[src/rtl/mem_bus_arbiter.sv]
// Arbitrates one variable-latency memory bus between the instruction-fetch port and
// the data port. Each access uses a start/done handshake and is guarded by a watchdog.
module mem_bus_arbiter #(
  parameter int ADDR_W  = 32,
  parameter int DATA_W  = 32,
  parameter int TIMEOUT = 64
) (
  input  logic              clk,
  input  logic              reset,
  input  logic              i_req,
  input  logic [ADDR_W-1:0] i_addr,
  input  logic              i_flush,
  output logic              i_done,
  output logic [DATA_W-1:0] i_q,
  output logic              i_err,
  input  logic              d_req,
  input  logic              d_we,
  input  logic [ADDR_W-1:0] d_addr,
  input  logic [DATA_W-1:0] d_data,
  output logic              d_done,
  output logic [DATA_W-1:0] d_q,
  output logic              d_err,
  output logic              bus_start,
  output logic              bus_we,
  output logic [ADDR_W-1:0] bus_addr,
  output logic [DATA_W-1:0] bus_data,
  input  logic              bus_done,
  input  logic [DATA_W-1:0] bus_q,
  output logic              busy
);

  localparam int CNT_W = (TIMEOUT > 1) ? $clog2(TIMEOUT) : 1;
  localparam bit WD_EN = (TIMEOUT != 0);
  localparam logic [CNT_W-1:0] WD_LAST = CNT_W'(TIMEOUT - 1);

  typedef enum logic [1:0] {IDLE, BUS_I, BUS_D} state_t;

  state_t            state_q, state_n;
  logic [CNT_W-1:0]  cnt_q, cnt_n;
  logic              discard_q, discard_n;
  logic              bus_start_n, bus_we_n, busy_n;
  logic [ADDR_W-1:0] bus_addr_n;
  logic [DATA_W-1:0] bus_data_n, i_q_n, d_q_n;
  logic              i_done_n, i_err_n, d_done_n, d_err_n;
  logic              d_elig, i_elig;

  // A port whose done/err is still high has not yet dropped its request.
  assign d_elig = d_req && !d_done && !d_err;
  assign i_elig = i_req && !i_done && !i_err && !i_flush;

  always_comb begin
    state_n     = state_q;
    cnt_n       = cnt_q;
    discard_n   = discard_q;
    bus_start_n = 1'b0;
    bus_we_n    = bus_we;
    bus_addr_n  = bus_addr;
    bus_data_n  = bus_data;
    i_q_n       = i_q;
    d_q_n       = d_q;
    i_done_n    = 1'b0;
    i_err_n     = 1'b0;
    d_done_n    = 1'b0;
    d_err_n     = 1'b0;
    case (state_q)
      IDLE: begin
        discard_n = 1'b0;
        if (d_elig) begin
          state_n     = BUS_D;
          bus_start_n = 1'b1;
          bus_we_n    = d_we;
          bus_addr_n  = d_addr;
          bus_data_n  = d_data;
          cnt_n       = '0;
        end else if (i_elig) begin
          state_n     = BUS_I;
          bus_start_n = 1'b1;
          bus_we_n    = 1'b0;
          bus_addr_n  = i_addr;
          bus_data_n  = '0;
          cnt_n       = '0;
        end
      end
      BUS_I, BUS_D: begin
        // A done coinciding with our own start pulse cannot belong to this access.
        if (bus_done && !bus_start) begin
          state_n   = IDLE;
          discard_n = 1'b0;
          if (state_q == BUS_D) begin
            d_q_n    = bus_q;
            d_done_n = 1'b1;
          end else if (!(discard_q || i_flush)) begin
            i_q_n    = bus_q;
            i_done_n = 1'b1;
          end
        end else if (WD_EN && (cnt_q == WD_LAST)) begin
          state_n   = IDLE;
          discard_n = 1'b0;
          i_err_n   = (state_q == BUS_I);
          d_err_n   = (state_q == BUS_D);
        end else begin
          cnt_n = cnt_q + 1'b1;
          if (state_q == BUS_I && i_flush) discard_n = 1'b1;
        end
      end
      default: state_n = IDLE;
    endcase
    busy_n = (state_n != IDLE);
  end

  always_ff @(posedge clk or negedge reset) begin
    if (!reset) begin
      state_q   <= IDLE;
      cnt_q     <= '0;
      discard_q <= 1'b0;
      bus_start <= 1'b0;
      bus_we    <= 1'b0;
      bus_addr  <= '0;
      bus_data  <= '0;
      i_q       <= '0;
      d_q       <= '0;
      i_done    <= 1'b0;
      i_err     <= 1'b0;
      d_done    <= 1'b0;
      d_err     <= 1'b0;
      busy      <= 1'b0;
    end else begin
      state_q   <= state_n;
      cnt_q     <= cnt_n;
      discard_q <= discard_n;
      bus_start <= bus_start_n;
      bus_we    <= bus_we_n;
      bus_addr  <= bus_addr_n;
      bus_data  <= bus_data_n;
      i_q       <= i_q_n;
      d_q       <= d_q_n;
      i_done    <= i_done_n;
      i_err     <= i_err_n;
      d_done    <= d_done_n;
      d_err     <= d_err_n;
      busy      <= busy_n;
    end
  end

endmodule

[config.mk]
export PLATFORM = sky130hd
export DESIGN_NAME = mem_bus_arbiter
export DESIGN_NICKNAME = d
export VERILOG_FILES = /design/src/rtl/mem_bus_arbiter.sv
export SDC_FILE = /design/constraint.sdc
export NUM_CORES = 1
export LEC_CHECK = 0
export CORE_MARGIN = 2
export CORE_UTILIZATION = 37
export CTS_CLUSTER_SIZE = 28
export DETAILED_ROUTE_END_ITERATION = 12
export PLACE_DENSITY = 0.78
export SYNTH_ARGS = -nofsm -noshare
export SYNTH_HDL_FRONTEND = slang
export SYNTH_SLANG_ARGS = --single-unit
[constraint.sdc]
create_clock -name clk -period 1.7 [get_ports clk]
set_input_delay 0.255 -clock clk [delete_from_list [all_inputs] [get_ports clk]]
set_output_delay 0.255 -clock clk [all_outputs]
set_load 0.005 [all_outputs]
# Yosys cells after proc, flatten, opt, wreduce, memory -nomap -nowiden
# Cells that the tools add are included.
dict set report classes {
  n_addsub 1
  eq_ne 7
  muxes 36
  bitwise_logic 2
  n_reduce_logical 24
}
# cell count
set op_table {}
lappend op_table {{$mux W32} 4}
lappend op_table {{$mux W6} 4}
lappend op_table {{$mux W1} 21}
lappend op_table {{$pmux W6 S2} 1}
lappend op_table {{$mux W2} 4}
lappend op_table {{$reduce_and A4 Y1} 2}
lappend op_table {{$logic_and A1 B1 Y1} 7}
lappend op_table {{$add A6 B1 Y6 const B} 1}
lappend op_table {{$eq A6 B6 Y1 const B} 1}
lappend op_table {{$logic_not A1 Y1} 6}
lappend op_table {{$reduce_bool A2 Y1} 3}
lappend op_table {{$ne A2 B2 Y1 const B} 2}
lappend op_table {{$ne A4 B4 Y1 const B} 1}
lappend op_table {{$pmux W2 S2} 1}
lappend op_table {{$reduce_and A2 Y1} 2}
lappend op_table {{$ne A3 B3 Y1 const B} 1}
lappend op_table {{$reduce_and A3 Y1} 1}
lappend op_table {{$eq A2 B1 Y1 const B} 1}
lappend op_table {{$eq A2 B2 Y1 const B} 1}
lappend op_table {{$logic_not A2 Y1} 1}
lappend op_table {{$not A1 Y1} 2}
lappend op_table {{$pmux W1 S2} 1}
lappend op_table {{$reduce_or A2 Y1} 1}
lappend op_table {{$logic_or A1 B1 Y1} 1}
dict set report totals {
  ff_bits 144
  inputBits 135
  output_inout_bits 135
}

# Depth between registers and ports, before layout
dict set report depth {
  ltp_word 8
  ltp_mapped 7
}

# Least setup slack after synthesis
# OpenSTA, ideal clock, no wires.
dict set report synth_path {
  path_kind {register to register}
  from {register state_q[0]}
  to {register i_q[1]}
  setup_time_ns 0.128
  arrival_ns 1.499
  t_required_ns 1.572
  path_slack_ns 0.073
  path_stages_with_launch 7
  path_buffers 1
  cell_sequence {dfrtp_1 > inv_1 > ha_1 > nor3_2 > nand3_2 > buf_2 > mux2_1}
}
dict set report synth_via {
  elab_chain_len 3
}
# item line
set synth_rtl {}
lappend synth_rtl {{start: declaration} 38} ;# state_t state_q, state_n;
lappend synth_rtl {{start signal: assignment} 128} ;# state_q <= state_n;
lappend synth_rtl {{$eq A2 B2 Y1 / $eq A2 B1 Y1 (equally long branches)} {65, 89}}
lappend synth_rtl {{$reduce_or A2 Y1 / $not A1 Y1 (equally long branches)} n/a}
lappend synth_rtl {{$reduce_and A4 Y1 (no line) (*)} n/a}
lappend synth_rtl {{end signal: assignment} 135} ;# i_q <= i_q_n;
lappend synth_rtl {{end: declaration} 14} ;# output logic [DATA_W-1:0] i_q,
# Mark *: on every way between the ends. The rest lies on a longest branch, timed or not.
# A chain may end at the register's enable or synchronous reset.

# Worst setup path after layout
dict set report layout_path {
  from {register state_q[1]}
  to {register i_q[28]}
}
# The elaborated chain is that of the path after synthesis.

==> results by group <==
Outcome
  – Status: finished, final reports clean

Synth
  – Post-Synth Simple-Gate Area: about 5.3%
  – Syn_nets: 566
  – Top FF cell, synth: dfrtp_1
  – Post-synth top area cell: dfrtp_1
  – Syn Inst Count: 426
  – Mux share of post-synthesis cell area: 18.4%
  – Adder-Cell Fraction of Synth Area: roughly 1.1%
  – Count of cell types in the netlist: 40
  – Largest cells by area after synthesis: dfrtp_1 62%, mux2_2 9.1%, mux2i_1 6.0%
  – Seq/Total Area, Yosys: between 60% and 70%
  – Xor and xnor area share after synthesis: 0%
  – Seq cells post-synth: approximately 140
  – Compound-Gate Fraction of Synth Area: roughly a tenth
  – Post-synth design cell area: ~5800 um2
  – Synth warn: 0
  – Yosys top cell area share: between 60% and 70%
  – Post-synth EDFFs: 0
  – Synth async-reset ratio: 100%
  – Mean area per synthesized cell: 13.6 um2
  – Main combinational cell family by area after synthesis: multiplexers

Final layout
  – Area added between synthesis and finish: 67.8%
  – Fraction of final layout cells sized beyond drive strength 1: roughly 18%
  – Antenna diodes: 0
  – Layout net count: roughly 870
  – Final Cell Area: between 9000 and 10000 um2

Worst setup path
  – Worst Path Arrival: roughly 2 ns
  – Crit Path Max Fanout: 5
  – Worst Path Required: roughly 2 ns
  – CP Capture Type: flop
  – Crit Path Category: reg -> reg
  – CP startpoint kind: flop

Power and ir drop
  – Static Leak: about 4.3 nW
  – Internal power: about 12 mW
  – Clk pwr share: a little over a fifth
  – Power Density: about 1800 nW/um2
  – Sw Pwr: roughly 5.5 mW
  – Gate power share: approximately 45%
  – Max IR drop VDD: roughly 1.1 mV
  – Switching share of power: a little under a third
  – Flop pwr share: roughly a third

Floorplan
  – # IOs: between 200 and 300
  – Die Wd: around 130 um
  – FP Rows: 45
  – Initial Utilization: between 30% and 40%
  – Die span in y: 129 um
  – Area of the core: 15300 um2
  – DIE AREA: 16700 um2

STA
  – Final setup viols: 0
  – Worst hold slack: between 0.3 and 0.4 ns
  – RSZ-0062 raised after global routing: true
  – Final Hold Fails: 0
  – Post-route minimum period: roughly 1.7 ns
  – Clock Skew: 0.00832 ns
  – Worst slew pin tran: around 0.54 ns
  – Period utilisation layout: 98.6%
  – Slew Limit Fails: 0
  – Fmax: about 600 MHz
  – Worst slew margin relative to its limit: around 64%

Routing
  – Routed Antenna Nets: 0
  – Vias/cell: slightly below 5
  – Drt total wl: approximately 18000 um
  – Wire length per cell: about 19 um
  – Drt first pass iters: 4
  – Remaining DRCs: 0
  – Drt initial violations: between 100 and 150
  – Routed vias: about 4700

Global route
  – Vias in the first global route: 5016
  – GR Layer Usage met1: approximately 22%
  – Met3 Usage GRT: 11.0%
  – First-pass GRT wire length: between 20000 and 30000 um
  – Initial antenna violation count: 0
  – Grt met2 use: roughly 36%
  – All-Layer GR Usage: a little over a fifth
  – Global route overflow: 0
  – Grt peak-use layer: met2
  – Largest net degree at the start of global routing: 56

Clock tree
  – Clock edge transition at the registers on the reported setup and hold paths: 0.06 ns
  – Max Buffers Root-to-Sink: 2
  – Root Buffer: clkbuf_16
  – CTS H-tree lvls: 4
  – CTS tree: done
  – TritonCTS Buffers: 17
  – Num Clock Sinks: between 100 and 150
  – Clock latency on the worst-skew pair: roughly 0.42 ns

Placed design
  – Final GP Congestion: ~0.84
  – Post-detail-place hpwl: around 13000 um
  – Area of placed instances: between 8000 and 9000 um2
  – Port Buffers: about 270

Worst hold path
  – HP Class: in -> async

Run
  – MaxCap Viol Count: 0
[cell families after synthesis]
logic type | after synthesis
DFF | 144
muxes | 99
AOI/OAI and AO/OA | 87
and+or+nand+nor | 59
buffers and inverters | 32
adders and majority gates | 5
[critical path, cell delays in order (launching register included)]
cell	delay, ns
dfrtp_1	0.41
inv_1	0.11
ha_4	0.32
nand3_4	0.18
clkbuf_16	0.22
mux2_1	0.31
[timing repair]
item,4_1_cts,5_1_grt
endpoints found under the hold margin,48,0
hold buffers,1,0
setup buffers,0,2
setup endpoints to repair,0,32
gates resized for setup,0,16
[cell usage in the layout (no fill, tap or decap), types with 2 or more instances in the layout]
cell type and count:
a21oi_1 2, buf_12 8, inv_1 5, a22o_1 33
nand2_1 37, clkbuf_8 2, clkinv_2 2, nand3b_1 2
clkbuf_16 20, clkinvlp_4 2, ha_1 3, and3_1 3
buf_6 2, a41oi_1 2, mux2_1 17, nand3_1 2
mux2i_1 35, o21ai_0 2, inv_6 5, inv_2 3
clkdlybuf4s50_1 267, nor2_1 3, mux2_2 47, dfrtp_1 144
bufinv_16 2, buf_4 23, o21ai_1 33, nand2b_1 3
a31oi_1 4, ha_4 2
[routing by layer]
layer  share of wire [%]  wire length [um]
met2                  50              8850
met4                 1.5               269
met1                  35              6180
met5                   0                 0
met3                  13              2290
[final timing paths]
kind,from,to,slack [ns],depth (start not counted)
max,state_q[1],i_q[28],0.02,5
min,reset,bus_addr[22],0.36,2
max reg2reg,state_q[1],i_q[28],0.02,5
min reg2reg,bus_addr[29],bus_addr[29],0.48,2
max in group asynchronous,reset,bus_data[23],0.69,3
min in group clk,d_data[16],bus_data[16],0.44,2
[area by class of cell]
type                            instances  area, um2
Clock buffer                           19        453
Clock inverter                         13        149
Fill cell                            1127       5510
Inverter                                8       30.0
Multi-Input combinational cell        250       2130
Sequential cell                       144       3600
Tap cell                              211        264
Timing Repair Buffer                  305       3130
[Yosys cell counts (all sizes together) (2+ instances only)]
cell      n
clkbuf    4
nand2    37
mux2     64
o21ai    36
nor3      2
nor2      4
mux2i    35
buf      20
ha        5
nand2b    4
a31oi     5
and3      3
a22o     33
nand3b    2
dfrtp   144
inv       8
nand3     3
a41oi     2
a21oi     2
[state kept, by name, summed over array words and instances, names as in the netlist, 2 cells and up]
signal    count
bus_addr     32
d_q          32
i_q          32
state_q       2
bus_data     32
cnt_q         6
[power groups by stage]
stage,sequential [mW],combinational [mW],clock (mW)
2_1_floorplan,6.00,2.98,0
3_3_place_gp,5.89,7.50,0
3_5_place_dp,6.01,7.67,0
4_1_cts,5.97,7.73,3.86
5_1_grt,6.15,8.64,4.03
6_report,5.98,7.96,3.76
[metrics by stage]
step	worst slack, ns	TNS [ns]	instances	utilization (%)	power [mW]
after floorplan	0.0733	0	426	-	8.98
after global placement	-0.161	-9.75	912	58.8	13.4
after detailed placement	-0.196	-12.74	912	58.8	13.7
after CTS	0.00115	0	945	62.8	17.6
after global routing	-0.0476	-0.366	950	63.9	18.8
final	0.0236	0	950	63.9	17.7
Note: power is estimated with default switching activity, not from simulation.
